--- src/rtl/cpu_pkg.sv ---
// Shared definitions for the interrupt controller slice.
//   - IC_IDLE / IC_REQ : request FSM state encoding
//   - IC_N_SRC         : default number of interrupt sources
//   - IC_VEC_BASE      : default vector address of source 0
//   - IC_VEC_STRIDE    : default byte spacing between source vectors
//   - ic_id_w()        : width of a source id for a given source count
package cpu_pkg;

  localparam logic [0:0] IC_IDLE = 1'b0;
  localparam logic [0:0] IC_REQ  = 1'b1;

  localparam int          IC_N_SRC      = 8;
  localparam logic [31:0] IC_VEC_BASE   = 32'h0000_0100;
  localparam int          IC_VEC_STRIDE = 4;

  // A single-source controller still needs a 1-bit id port.
  function automatic int ic_id_w(input int n);
    return (n > 1) ? $clog2(n) : 1;
  endfunction

endpackage

--- src/rtl/irq_sync_edge.sv ---
// One interrupt line: 2-FF synchroniser followed by a rising-edge detector.
//   clk  : system clock
//   rst  : asynchronous active-high reset, clears every stage
//   d    : raw asynchronous level input
//   rise : one-cycle pulse when the synchronised level goes 0 -> 1
module irq_sync_edge (
  input  logic clk,
  input  logic rst,
  input  logic d,
  output logic rise
);

  logic sync_p0;
  logic sync_p1;
  logic sync_p2;

  always_ff @(posedge clk or posedge rst) begin
    if (rst) begin
      sync_p0 <= 1'b0;
      sync_p1 <= 1'b0;
      sync_p2 <= 1'b0;
    end else begin
      // Metastability stage
      sync_p0 <= d;
      // Synchronised level
      sync_p1 <= sync_p0;
      // Previous synchronised sample for edge detection
      sync_p2 <= sync_p1;
    end
  end

  assign rise = sync_p1 & ~sync_p2;

endmodule

--- src/rtl/irq_controller.sv ---
// Prioritising interrupt controller feeding the multi-cycle control unit.
// Device lines are synchronised, rising edges latch pending bits, a software
// mask and the CPSR I bit gate selection, and one request at a time is
// offered through an int_req/int_ack handshake. Acknowledged sources become
// in-service; only strictly higher-priority sources may nest above them.
// eoi (MOVS PC return) retires the highest-priority in-service source.
//   clk, rst    : clock, asynchronous active-high reset
//   irq_in      : raw device interrupt lines (index 0 = highest priority)
//   mask_we     : write strobe for the enable mask
//   mask_wdata  : new enable mask, 1 = enabled
//   cpsr_i      : CPSR I bit, 1 blocks new requests
//   int_ack     : control unit entered interrupt entry
//   eoi         : end of interrupt
//   int_req     : request to the control unit
//   int_id      : id of the requested source
//   int_vec     : vector address of the requested source
//   pending     : latched pending bits
//   in_service  : in-service bits
//   mask        : current enable mask
module irq_controller
  import cpu_pkg::*;
#(
  parameter int          N_SRC      = IC_N_SRC,
  parameter logic [31:0] VEC_BASE   = IC_VEC_BASE,
  parameter int          VEC_STRIDE = IC_VEC_STRIDE,
  localparam int         ID_W       = ic_id_w(N_SRC)
) (
  input  logic              clk,
  input  logic              rst,
  input  logic [N_SRC-1:0]  irq_in,
  input  logic              mask_we,
  input  logic [N_SRC-1:0]  mask_wdata,
  input  logic              cpsr_i,
  input  logic              int_ack,
  input  logic              eoi,
  output logic              int_req,
  output logic [ID_W-1:0]   int_id,
  output logic [31:0]       int_vec,
  output logic [N_SRC-1:0]  pending,
  output logic [N_SRC-1:0]  in_service,
  output logic [N_SRC-1:0]  mask
);

  logic [0:0]       state;
  logic [N_SRC-1:0] rise;
  logic [N_SRC-1:0] ack_onehot;
  logic [N_SRC-1:0] eoi_clr;
  logic             cand_found;
  logic             cand_blocked;
  logic             svc_seen;
  logic [ID_W-1:0]  cand_id;
  logic [31:0]      cand_vec;
  logic             eligible;
  logic             ack_take;
  logic             withdraw;

  for (genvar g = 0; g < N_SRC; g++) begin : g_sync
    irq_sync_edge u_sync (
      .clk  (clk),
      .rst  (rst),
      .d    (irq_in[g]),
      .rise (rise[g])
    );
  end

  // Lowest-index pending & enabled source. svc_seen accumulates in_service
  // bits up to and including the current index, so cand_blocked is set when
  // an equal-or-higher priority source is already in service.
  always_comb begin
    cand_found   = 1'b0;
    cand_blocked = 1'b0;
    cand_id      = '0;
    svc_seen     = 1'b0;
    for (int i = 0; i < N_SRC; i++) begin
      svc_seen = svc_seen | in_service[i];
      if (!cand_found && pending[i] && mask[i]) begin
        cand_found   = 1'b1;
        cand_id      = ID_W'(i);
        cand_blocked = svc_seen;
      end
    end
  end

  assign cand_vec = VEC_BASE + 32'(cand_id) * 32'(VEC_STRIDE);
  assign eligible = cand_found & ~cand_blocked & ~cpsr_i;

  // int_ack outside REQ is ignored. The withdraw test uses the registered
  // mask, so a mask write in the same cycle only takes effect a cycle later.
  assign ack_take   = (state == IC_REQ) & int_ack;
  assign withdraw   = (state == IC_REQ) & ~int_ack & (cpsr_i | ~mask[int_id]);
  assign ack_onehot = ack_take ? (N_SRC'(1) << int_id) : '0;

  // x & -x isolates the lowest set bit, i.e. the highest-priority source.
  assign eoi_clr = eoi ? (in_service & (~in_service + N_SRC'(1))) : '0;

  always_ff @(posedge clk or posedge rst) begin
    if (rst) begin
      state      <= IC_IDLE;
      int_id     <= '0;
      int_vec    <= VEC_BASE;
      pending    <= '0;
      in_service <= '0;
      mask       <= '0;
    end else begin
      // A fresh edge wins over the acknowledge clear of the same source.
      pending    <= (pending & ~ack_onehot) | rise;
      in_service <= (in_service & ~eoi_clr) | ack_onehot;
      if (mask_we) begin
        mask <= mask_wdata;
      end
      case (state)
        IC_IDLE: begin
          if (eligible) begin
            state   <= IC_REQ;
            int_id  <= cand_id;
            int_vec <= cand_vec;
          end
        end
        default: begin
          // id and vector stay frozen; higher-priority arrivals wait.
          if (ack_take || withdraw) begin
            state <= IC_IDLE;
          end
        end
      endcase
    end
  end

  assign int_req = (state == IC_REQ);

endmodule

--- config.mk ---
export PLATFORM = sky130hd
export DESIGN_NAME = irq_controller
export DESIGN_NICKNAME = d
export VERILOG_FILES = /design/src/rtl/cpu_pkg.sv /design/src/rtl/irq_sync_edge.sv /design/src/rtl/irq_controller.sv
export SDC_FILE = /design/constraint.sdc
export NUM_CORES = 1
export LEC_CHECK = 0
export CAP_MARGIN = 20
export CORE_AREA = 2 2 104 56
export DETAILED_ROUTE_END_ITERATION = 10
export DIE_AREA = 0 0 106 58
export GPL_TIMING_DRIVEN = 0
export PLACE_DENSITY = 0.81
export SLEW_MARGIN = 20
export SYNTH_ARGS = -nofsm -noshare
export SYNTH_HDL_FRONTEND = slang
export SYNTH_SLANG_ARGS = --single-unit
--- constraint.sdc ---
create_clock -name clk -period 2.1 [get_ports clk]
set_input_delay 0.63 -clock clk [delete_from_list [all_inputs] [get_ports clk]]
set_output_delay 0.63 -clock clk [all_outputs]
set_load 0.01 [all_outputs]
Word level (Yosys, flattened, before mapping)
Index checks and enable logic that the tools add are counted.

word-level totals
  word-level logic and storage cells = 130
  output and inout port bits = 60
  flip-flop bits (word level) = 84
  input bits = 22

operators by class
  multiplexer cells = 30
  magnitude comparators = 1
  reduce and logical (&&, ||, !) cells = 24
  add/subtract/negate cells = 2
  shifts and indexed selects = 1
  bitwise gates (word level) = 42

operators with widths
  cell                                                        number
  AND 8 bit                                                   3
  inverter 8 bit                                              3
  two-way mux 1 bit                                           21
  two-way mux 8 bit                                           2
  bitwise OR 8 bit                                            2
  logical AND 1 bit                                           15
  two-way mux 3 bit                                           5
  AND 1 bit                                                   13
  inverter 1 bit                                              13
  adder 9 x 5 -> 10 bit, first input constant                 1
  adder 8 x 1 -> 8 bit, second input constant                 1
  bitwise OR 1 bit                                            8
  left shift 1 x 3 -> 8 bit, first input constant             1
  zero test 1 bit                                             7
  less-than comparator 3 x 4 -> 1 bit, second input constant  1
  binary-select mux 1 bit (select 3 bit)                      1
  two-way mux 2 bit                                           1
  AND reduction 2 bit                                         1
  logical OR 1 bit                                            1

Depth between registers and ports, before layout
Gate-level depths: netlist (run 1).

  depth in word-level cells = 35
  gate-level depth with buffers = 6
  gate-level depth less buffers = 5

Cells and area by module
From an unflattened synthesis (run 1), not the netlist that was laid out.

second synthesis, totals
  cell total of the unflattened synthesis = 188
  area total of the unflattened synthesis = 2282.2 um2

by module, submodules not included
  module          instances  area an instance (um2)  cells each
  irq_controller  1          1541.5                  148
  irq_sync_edge   8          92.6                    5

Worst setup path after synthesis (run 1)
Ideal clock, no wire load.

  path kind = reg-to-reg
  from = register in_service[0]
  to = register int_vec[4]
  cell stages (with the launch flop) = 6
  arrival time = 1832 ps
  slack = 143 ps
  clock period less this slack = 1957 ps
  required time = 1975 ps
  buffers on the path = 0
  cell sequence = dfrtp_1 -> or3_4 -> nor3_2 -> o311ai_2 -> a211oi_4 -> mux2_4

on the way
  word-level cells in the longest chain between the ends = 12
  elaborated cells on any way between the ends = 19
  those cells by class = mux (8); bitwise (10); reduce/logical (1)

ends and longest elaborated chain
  element                                                                     RTL line                                    text
  start: declaration                                                          irq_controller.sv:40                        output logic [N_SRC-1:0] in_service,
  start signal: assignment                                                    irq_controller.sv:107                       in_service <= (in_service & ~eoi_clr) | ack_onehot;
  two-way mux 1 bit / bitwise OR 1 bit (equally long branches) (7 in series)  irq_controller.sv:76, irq_controller.sv:75
  two-way mux 1 bit (*)                                                       irq_controller.sv:76                        if (!cand_found && pending[i] && mask[i]) begin
  inverter 1 bit (*)                                                          irq_controller.sv:85                        assign eligible = cand_found & ~cand_blocked & ~cpsr_i;
  AND 1 bit (*) (2 in series)                                                 irq_controller.sv:85
  AND reduction 2 bit (no line) (*)                                           -
  end signal: assignment                                                      irq_controller.sv:116                       int_vec <= cand_vec;
  end: declaration                                                            irq_controller.sv:38                        output logic [31:0] int_vec,

Every way passes the cells marked *; elsewhere a longest branch is shown, timed or not.
A chain may end at the register's enable or synchronous reset.

Worst setup path after layout (run 1)
  from = register int_vec[4]
  to = output int_vec[4]

No word-level cell between the ends.

==> flow_metrics.tcl, run 1 <==
set metrics [dict create \
    status "completed" \
    rsz0062_at_grt "true" \
    clock_sinks 52 \
    fin_cells 359 \
    io_buffers 51 \
    r2r-end "int_vec[4]$_DFFE_PP0P_" \
    total_power_uw 3030 \
    synth_cells 198 \
    cts_tree "done" \
    fin_area_um2 3090 \
    max_freq_ghz 0.487 \
    maxSlewViolCount 0 \
    worstHoldEndpoint "g_sync[2].u_sync.sync_p1$_DFF_PP0_" \
    period_minus_slack_ns 2.05 \
    r2r_start "in_service[0]$_DFF_PP0_" \
    hold_viol_final 0 \
    antenna_found_initial 0 \
    cts_buffers 5 \
    start_util 0.423 \
    cp-end-kind "primary output" \
    power_density_nw_per_um2 982 \
    dieWidth_um 106 \
    fp-row-count 19 \
    die-height_um 58 \
    cts-htree-levels 2 \
    drc 0 \
    wl_per_cell_um 13.3 \
    grt-ovfl-total 0 \
    path_max_fanout 6 \
    clkSlewWorstSetupHoldPaths_ns 0.09 \
    via_per_inst 4.47 \
    syn_avg_cell_area_um2 11.2 \
    rr_worst_depth 5 \
    ys_seq_elements 52 \
    vias 1606 \
    synth_area_um2 2220 \
    synth_edf_count 0 \
    post_dp_cell_area_um2 2950 \
    clock_latency_ns 0.31 \
    antenna_cells 0 \
    maxSlewHeadroom 0.582 \
    fin_skew_ns 0.00533 \
    drive_above_1_share 0.224 \
    finalSetupViolations 0 \
    critical_path.max_stage_delay_ns 0.52 \
    grt_pass1_vias 1461 \
    fin_nets 307 \
    drt_first_pass_iters 6 \
    routed_wl_um 4780 \
    antenna_left 0 \
    ys_types 30 \
    io_pins 82 \
    dieArea_um2 6150 \
    async_flop_share 1.00 \
    critical_path_class "reg -> out" \
    hp-start "g_sync[2].u_sync.sync_p0$_DFF_PP0_" \
    crit_chain "buf_4 -> clkdlybuf4s50_1" \
    core_region_area_um2 5250 \
    synth-warning-count 0 \
    grt_max_degree 30 \
    yosys.area.top_type "dfrtp_1" \
    synth_top_area_share 0.586 \
    hold_path_class "reg -> reg" \
    rrSetupSlack_ns 0.06 \
    hold_depth 0 \
    grt_pass1_wl_um 7560 \
    worst_pin_slew_ns 0.627 \
    critPathArrivalTime_ns 1.42 \
    startpoint_type "register" \
    dp_hpwl_um 3820 \
    cap_violations 0 \
    clockBufferDepth 2 \
    root_buffer "clkbuf_8" \
    seq_area_frac_synth 0.586 \
    drtIter0Drc 91 \
    holdWs_ns 0.357 \
    ir_drop_mv 0.418 \
    track_usage 0.166 \
    min_period_over_period 0.978 \
    synth_ff_type "dfrtp_1" \
    setup_tns_ns 0 \
    cp.required_ns 1.47 \
    area_growth_pct 39.1 \
    place.gp.congestion 0.880 \
    leakagePower_uw 0.00150 \
    synth_area_leaders "dfrtp_1 59%, buf_4 11%, nand2_1 6.3%" \
    dp.cells 350 \
    slowest_stage "clkdlybuf4s50_1" \
]
==> state kept, by name, indices dropped and copies added, names as in the netlist <==
signal                 flops
g_sync.u_sync.sync_p0      8
g_sync.u_sync.sync_p2      8
g_sync.u_sync.sync_p1      8
pending                    8
int_vec                    3
in_service                 8
int_req                    1
mask                       8
==> worst max path at each step <==
stage | from | to | slack (ns) | cells past startpoint
after floorplan | in_service[0]$_DFF_PP0_ | int_vec[4]$_DFFE_PP0P_ | 0.14 | 5
after global placement | rst | pending[1]$_DFF_PP0_ | -0.65 | 2
after detailed placement | in_service[0]$_DFF_PP0_ | int_vec[4]$_DFFE_PP0P_ | 0.01 | 5
after CTS | in_service[0]$_DFF_PP0_ | int_vec[4]$_DFFE_PP0P_ | 0.0008 | 5
after global routing | int_vec[4]$_DFFE_PP0P_ | int_vec[4] | -0.01 | 2
final | int_vec[4]$_DFFE_PP0P_ | int_vec[4] | 0.05 | 2
==> metal layers <==
metal	vias up	routed length [µm]	track usage
li1	773	-	-
met4	0	45	0.0508
met5	-	0	0
met3	5	464	0.0495
met2	82	2100	0.240
met1	746	2170	0.243
==> stage by stage <==
stage	utilization	setup slack [ns]
6_report	0.588	0.0471
5_1_grt	0.588	-0.0126
4_1_cts	0.582	0.000821
3_5_place_dp	0.562	0.0144
3_3_place_gp	0.557	-0.652
2_1_floorplan	-	0.143
==> where the power goes <==
group          internal, µW  switching, µW
Sequential             1140            168
Combinational           614            517
Clock                   267            330
Total                  2020           1020
==> worst max-delay path: cells and delay by family, from the launching register on <==
family   cells  cell delay (ns)
flops        1             0.46
buf+inv      2             0.66
==> cells in the mapped netlist (2+ instances only) <==
master / number
nor2_1: 5
o211ai_1: 2
dfrtp_1: 52
mux2i_1: 2
inv_1: 14
clkbuf_1: 2
nand3_1: 5
a21oi_1: 3
nand3b_1: 2
buf_4: 32
mux4_2: 2
o21ai_0: 13
nand2_1: 37
and3_1: 2
conb_1: 2
mux2_2: 9
==> layout by cell type, fill, tap and decap left out, types with 2 or more instances in the layout <==
cell / n
a21oi_1: 3
and3_1: 2
buf_4: 33
clkbuf_1: 2
clkbuf_8: 6
clkdlybuf4s50_1: 51
clkinvlp_4: 2
conb_1: 29
dfrtp_1: 49
dfrtp_2: 3
inv_1: 13
mux2_2: 9
mux2i_1: 2
mux4_2: 2
nand2_1: 37
nand3_1: 5
nand3b_1: 2
nor2_1: 5
o211ai_1: 2
o21ai_0: 13
==> what timing repair did <==
action / 4_1_cts / 5_1_grt
buffers inserted: 1 / 0
endpoints found under the hold margin: 0 / 0
endpoints found under the setup margin: 2 / 3
hold buffers: 0 / 0
pin swaps: 0 / 2
gates resized for setup: 1 / 6
==> cells by family (layout without fill, tap and decap cells) <==
group / count (synthesis) / in the layout / share of synthesized area
compound gates: 26 / 26 / 0.0822
buf+inv: 48 / 109 / 0.135
flops: 52 / 52 / 0.586
mux: 14 / 14 / 0.0816
other cells: 2 / 29 / 0.00338
simple gates: 56 / 56 / 0.112
==> cell type report <==
| class | instances | area [µm²] |
|---|---|---|
| buffer | 34 | 248 |
| clock buffer | 6 | 82.6 |
| clock inverter | 2 | 15.0 |
| fill | 451 | 2160 |
| inverter | 14 | 52.6 |
| multi-input combinational | 125 | 751 |
| sequential | 52 | 1310 |
| tap | 73 | 91.3 |
| timing repair buffer | 53 | 546 |
(Power assumes the default switching activity.)
==> run 2: changes to the inputs <==
--- a/config.mk
+++ b/config.mk
@@ -11,6 +11,7 @@
 export DIE_AREA = 0 0 106 58
 export GPL_TIMING_DRIVEN = 0
 export PLACE_DENSITY = 0.81
+export SETUP_SLACK_MARGIN = 0.3
 export SLEW_MARGIN = 20
 export SYNTH_ARGS = -nofsm -noshare
 export SYNTH_HDL_FRONTEND = slang
==> run 2 against run 1 <==
Against the previous run:
- wire length increased by 8.4%
- setup slack gained 0.13 ns
- global-route usage grew 1.4 points
- maximum frequency is 6.8% higher
- via count is 4.2% higher
- clock power up 21%
- final cell count grew 5.6%
- power increased by 10%
- utilization up 3.3 points
- clock skew decreased by 0.0015 ns
- largest cell class unchanged
- clock-buffer cell count did not move
==> flow_metrics.tcl, run 2 (synthesized netlist as in run 1, its figures left out) <==
set metrics [dict create \
    fin_skew_ns 0.00378 \
    max_freq_ghz 0.520 \
    critPathArrivalTime_ns 2.12 \
    grt_max_degree 53 \
    switching_share 0.332 \
    cts_buffers 5 \
    hold_buffers 0 \
    clkPwrFrac 0.216 \
    total_power_uw 3340 \
    min_period_over_period 0.916 \
    critical_path_class "reg -> reg" \
    fin_nets 327 \
    start_util 0.423 \
    finalSetupViolations 0 \
    dieArea_um2 6150 \
    cts_tree "done" \
    grt-ovfl-total 0 \
    fin_cells 379 \
    status "completed" \
    pwr-share-seq 0.375 \
    antenna_cells 0 \
    clock_sinks 52 \
    startpoint_type "register" \
    hold_depth 0 \
    io_buffers 51 \
    grt_pass1_wl_um 8180 \
    clkSlewWorstSetupHoldPaths_ns 0.09 \
    drtIter0Drc 77 \
    intPower_uw 2230 \
    path_max_fanout 3 \
    clockBufferDepth 2 \
    hold_path_class "reg -> reg" \
    fp-row-count 19 \
    routed_wl_um 5180 \
    dp.cells 349 \
    grt_pass1_vias 1579 \
    core_region_area_um2 5250 \
    mostFrequentLayoutCell "buf_4" \
    place.gp.congestion 0.945 \
    n_fill_cell 452 \
    dieWidth_um 106 \
    vias 1673 \
    cp.required_ns 2.30 \
    period_minus_slack_ns 1.92 \
    hold_viol_final 0 \
    setup_tns_ns 0 \
    antenna_left 0 \
    clock_latency_ns 0.31 \
    area_growth_pct 46.8 \
    root_buffer "clkbuf_8" \
    io_pins 82 \
    drive_above_1_share 0.301 \
    die-height_um 58 \
    leakagePower_uw 0.00167 \
    antenna_found_initial 0 \
    cts-htree-levels 2 \
    drt_first_pass_iters 4 \
    cp-end-kind "register" \
    drc 0 \
    track_usage 0.180 \
    via_per_inst 4.41 \
    final_cell_mix "52 x buf_4, 43 x dfrtp_1, 37 x nand2_1, 29 x conb_1, 29 x dlygate4sd2_1" \
    rr_worst_depth 5 \
    wl_per_cell_um 13.7 \
    ir_drop_mv 0.486 \
    power_density_nw_per_um2 1020 \
    dp_hpwl_um 3650 \
    power_frac_comb 0.409 \
    p_sw_uw 1110 \
    cap_violations 0 \
    rsz0062_at_grt "true" \
    maxSlewViolCount 0 \
]
run 2: cell types whose count changed in the layout (fill, tap and decap cells not counted), moves of 2 or more:
cell / previous run / this run
clkdlybuf4s15_1: 0 / 2
dfrtp_2: 3 / 9
dfrtp_1: 49 / 43
dlygate4sd2_1: 0 / 29
clkdlybuf4s50_1: 51 / 20
buf_4: 33 / 52
run 2: power groups by stage:
stage	Clock [µW]	Sequential, µW	Combinational [µW]
3_3_place_gp	0	1320	1020
6_report	722	1250	1370
5_1_grt	780	1270	1470
4_1_cts	731	1250	1300
2_1_floorplan	0	1330	576
3_5_place_dp	0	1330	1040
run 2: final timing paths:
kind	startpoint	to	slack [ns]
worst max-delay path	in_service[2]$_DFF_PP0_	int_vec[4]$_DFFE_PP0P_	0.18
worst min-delay path	g_sync[4].u_sync.sync_p0$_DFF_PP0_	g_sync[4].u_sync.sync_p1$_DFF_PP0_	0.35
worst max register to register	in_service[2]$_DFF_PP0_	int_vec[4]$_DFFE_PP0P_	0.18
worst min register to register	g_sync[4].u_sync.sync_p0$_DFF_PP0_	g_sync[4].u_sync.sync_p1$_DFF_PP0_	0.35
max in group asynchronous	rst	int_vec[4]$_DFFE_PP0P_	0.96
min in group asynchronous	rst	mask[3]$_DFFE_PP0P_	0.64
run 2: repair_timing:
action / CTS / global route
buffers inserted: 20 / 1
endpoints found under the hold margin: 0 / 0
gates resized for setup: 48 / 3
setup endpoints to repair: 35 / 6
pin swaps: 3 / 0
run 2: per-layer routing:
layer  track usage  share of wire  vias up
met5             0              0        -
met2         0.271           0.44       98
li1              -              -      807
met1         0.259           0.43      764
met4        0.0508         0.0081        0
met3        0.0506           0.12        4
run 2: metrics by stage:
| stage | cell area, µm² | setup WS [ns] | hold WS [ns] | util |
|---|---|---|---|---|
| 5_1_grt | 3260 | 0.132 | 0.362 | 0.621 |
| 3_5_place_dp | 2930 | -0.0323 | 0.335 | 0.558 |
| 6_report | 3260 | 0.177 | 0.353 | 0.621 |
| 3_3_place_gp | 2930 | 0.0621 | 0.332 | 0.558 |
| 2_1_floorplan | 2330 | 0.143 | 0.331 | - |
| 4_1_cts | 3230 | 0.190 | 0.357 | 0.615 |
run 2: cell type report:
type                       count  area [µm²]  area share
timing repair buffer          73         656       0.201
clock buffer                   6        82.6      0.0253
multi-input combinational    125         777       0.238
buffer                        34         249      0.0763
tap                           73        91.3      0.0280
sequential                    52        1310       0.402
clock inverter                 2        38.8      0.0119
inverter                      14        56.3      0.0173
run 2: critical path, cell delays in order (launching register included):
cell      delay [ns]
dfrtp_1         0.41
or3_4           0.43
nor4_4          0.20
o32ai_4         0.15
a211oi_4        0.30
mux2_4          0.32
==> run 3: changes to the inputs <==
--- a/config.mk
+++ b/config.mk
@@ -6,11 +6,12 @@
 export NUM_CORES = 1
 export LEC_CHECK = 0
 export CAP_MARGIN = 20
-export CORE_AREA = 2 2 104 56
+export CORE_AREA = 2 2 102 55
+export CTS_BUF_LIST = sky130_fd_sc_hd__clkbuf_4 sky130_fd_sc_hd__clkbuf_8
 export DETAILED_ROUTE_END_ITERATION = 10
-export DIE_AREA = 0 0 106 58
+export DIE_AREA = 0 0 104 57
 export GPL_TIMING_DRIVEN = 0
-export PLACE_DENSITY = 0.81
+export PLACE_DENSITY = 0.8
 export SETUP_SLACK_MARGIN = 0.3
 export SLEW_MARGIN = 20
 export SYNTH_ARGS = -nofsm -noshare
==> run 3 against run 2 <==
Against the previous run:
- sequential share of layout area grew 0.76 points
- non-clock buffer count is the same
- critical path type unchanged
- maximum frequency is essentially flat
- wire length shrank 2.8%
- die area shrank 3.6%
- setup slack is essentially flat
- combinational power shrank 7%
- worst hold slack gained 0.0026 ns
- global-route usage shrank 0.18 points
- flip-flop and latch count is the same
- critical endpoint unchanged
==> flow_metrics.tcl, run 3 (synthesized netlist as in run 1, its figures left out) <==
set metrics [dict create \
    status "completed" \
    drive_above_1_share 0.301 \
    worst_pin_slew_ns 0.503 \
    grt_pass1_wl_um 8010 \
    area_growth_pct 44.3 \
    clock_latency_ns 0.31 \
    io_pins 82 \
    wl_per_cell_um 13.3 \
    post-route-util 0.624 \
    cap_violations 0 \
    dp.cells 349 \
    max_freq_ghz 0.520 \
    drt_first_pass_iters 4 \
    leakagePower_uw 0.00164 \
    power_density_nw_per_um2 976 \
    antenna_left 0 \
    cp-end-kind "register" \
    antenna_found_initial 0 \
    path_max_fanout 4 \
    cts_tree "done" \
    finalSetupViolations 0 \
    drc 0 \
    cts_buffers 5 \
    drtIter0Drc 57 \
    mostFrequentLayoutCell "buf_4" \
    dieWidth_um 104 \
    maxSlewViolCount 0 \
    hold_path_class "reg -> reg" \
    io_buffers 51 \
    fp-row-count 19 \
    fin_skew_ns 0.00963 \
    ir_drop_mv 0.428 \
    track_usage 0.178 \
    routed_wl_um 5040 \
    dp_hpwl_um 3590 \
    final_cell_mix "53 x buf_4, 42 x dfrtp_1, 37 x nand2_1, 30 x dlygate4sd2_1, 29 x conb_1" \
    fin_nets 327 \
    die-height_um 57 \
    critical_path_class "reg -> reg" \
    n_fill_cell 451 \
    grt_pass1_vias 1563 \
    clkSlewWorstSetupHoldPaths_ns 0.10 \
    fin_cells 379 \
    clock_sinks 52 \
    vias 1686 \
    core_region_area_um2 5130 \
    hold_viol_final 0 \
    grt-ovfl-total 0 \
    critPathArrivalTime_ns 2.12 \
    min_period_over_period 0.915 \
    dieArea_um2 5930 \
    via_per_inst 4.45 \
    cts-htree-levels 2 \
    clockBufferDepth 2 \
    place.gp.congestion 0.873 \
    startpoint_type "register" \
    rsz0062_at_grt "true" \
    setup_tns_ns 0 \
    start_util 0.433 \
    root_buffer "clkbuf_8" \
    hold_buffers 0 \
    antenna_cells 0 \
    maxSlewHeadroom 0.664 \
    grt_max_degree 53 \
    period_minus_slack_ns 1.92 \
    cp.required_ns 2.30 \
]
[run 3: per-stage QoR]
step           area [µm²]  power [µW]  hold slack (ns)  setup slack, ns
6_report             3210        3130            0.356            0.178
5_1_grt              3210        3310            0.365           0.0843
4_1_cts              3180        3110            0.357            0.189
3_5_place_dp         2930        2370            0.336          0.00132
3_3_place_gp         2930        2340            0.333           0.0405
2_1_floorplan        2330        1910            0.331            0.143
[run 3: path summary, 6_finish.rpt]
kind	startpoint	to	slack (ns)	cells after the start
max	in_service[0]$_DFF_PP0_	int_vec[4]$_DFFE_PP0P_	0.18	5
max in group asynchronous	rst	in_service[4]$_DFF_PP0_	0.89	3
min in group asynchronous	rst	mask[3]$_DFFE_PP0P_	0.69	2
max reg2reg	in_service[0]$_DFF_PP0_	int_vec[4]$_DFFE_PP0P_	0.18	5
min reg2reg	g_sync[7].u_sync.sync_p0$_DFF_PP0_	g_sync[7].u_sync.sync_p1$_DFF_PP0_	0.36	0
min	g_sync[7].u_sync.sync_p0$_DFF_PP0_	g_sync[7].u_sync.sync_p1$_DFF_PP0_	0.36	0
[run 3: final cells by class]
cell class | count | area, µm² | share of cell area
multi-input combinational | 125 | 751 | 0.234
timing repair buffer | 73 | 651 | 0.203
sequential | 52 | 1310 | 0.410
buffer | 34 | 249 | 0.0777
clock inverter | 3 | 25.0 | 0.00781
inverter | 14 | 56.3 | 0.0176
tap | 73 | 91.3 | 0.0285
clock buffer | 5 | 68.8 | 0.0215
[run 3: critical path, cell delays in order, from the launching register on]
cell and delay [ns]:
dfrtp_2 0.42, or3_4 0.42, nor3_4 0.16, o311ai_2 0.15, a211oi_4 0.32, mux2_4 0.33
[run 3: power by group]
part           switching (µW)  internal, µW  total (µW)  leakage (µW)
sequential                109          1140        1250      0.000595
combinational             627           655        1280       0.00100
clock                     352           243         595     0.0000452
[run 3: what timing repair did]
item | 4_1_cts | 5_1_grt
pin swaps | 4 | 1
resized for setup | 46 | 1
setup buffers | 21 | 0
setup endpoints to repair | 35 | 5
[run 3: metal layers]
metal,share of wire,GRT usage
met4,0.0020,0.0347
met3,0.11,0.0651
met2,0.44,0.271
met5,0,0
met1,0.45,0.251
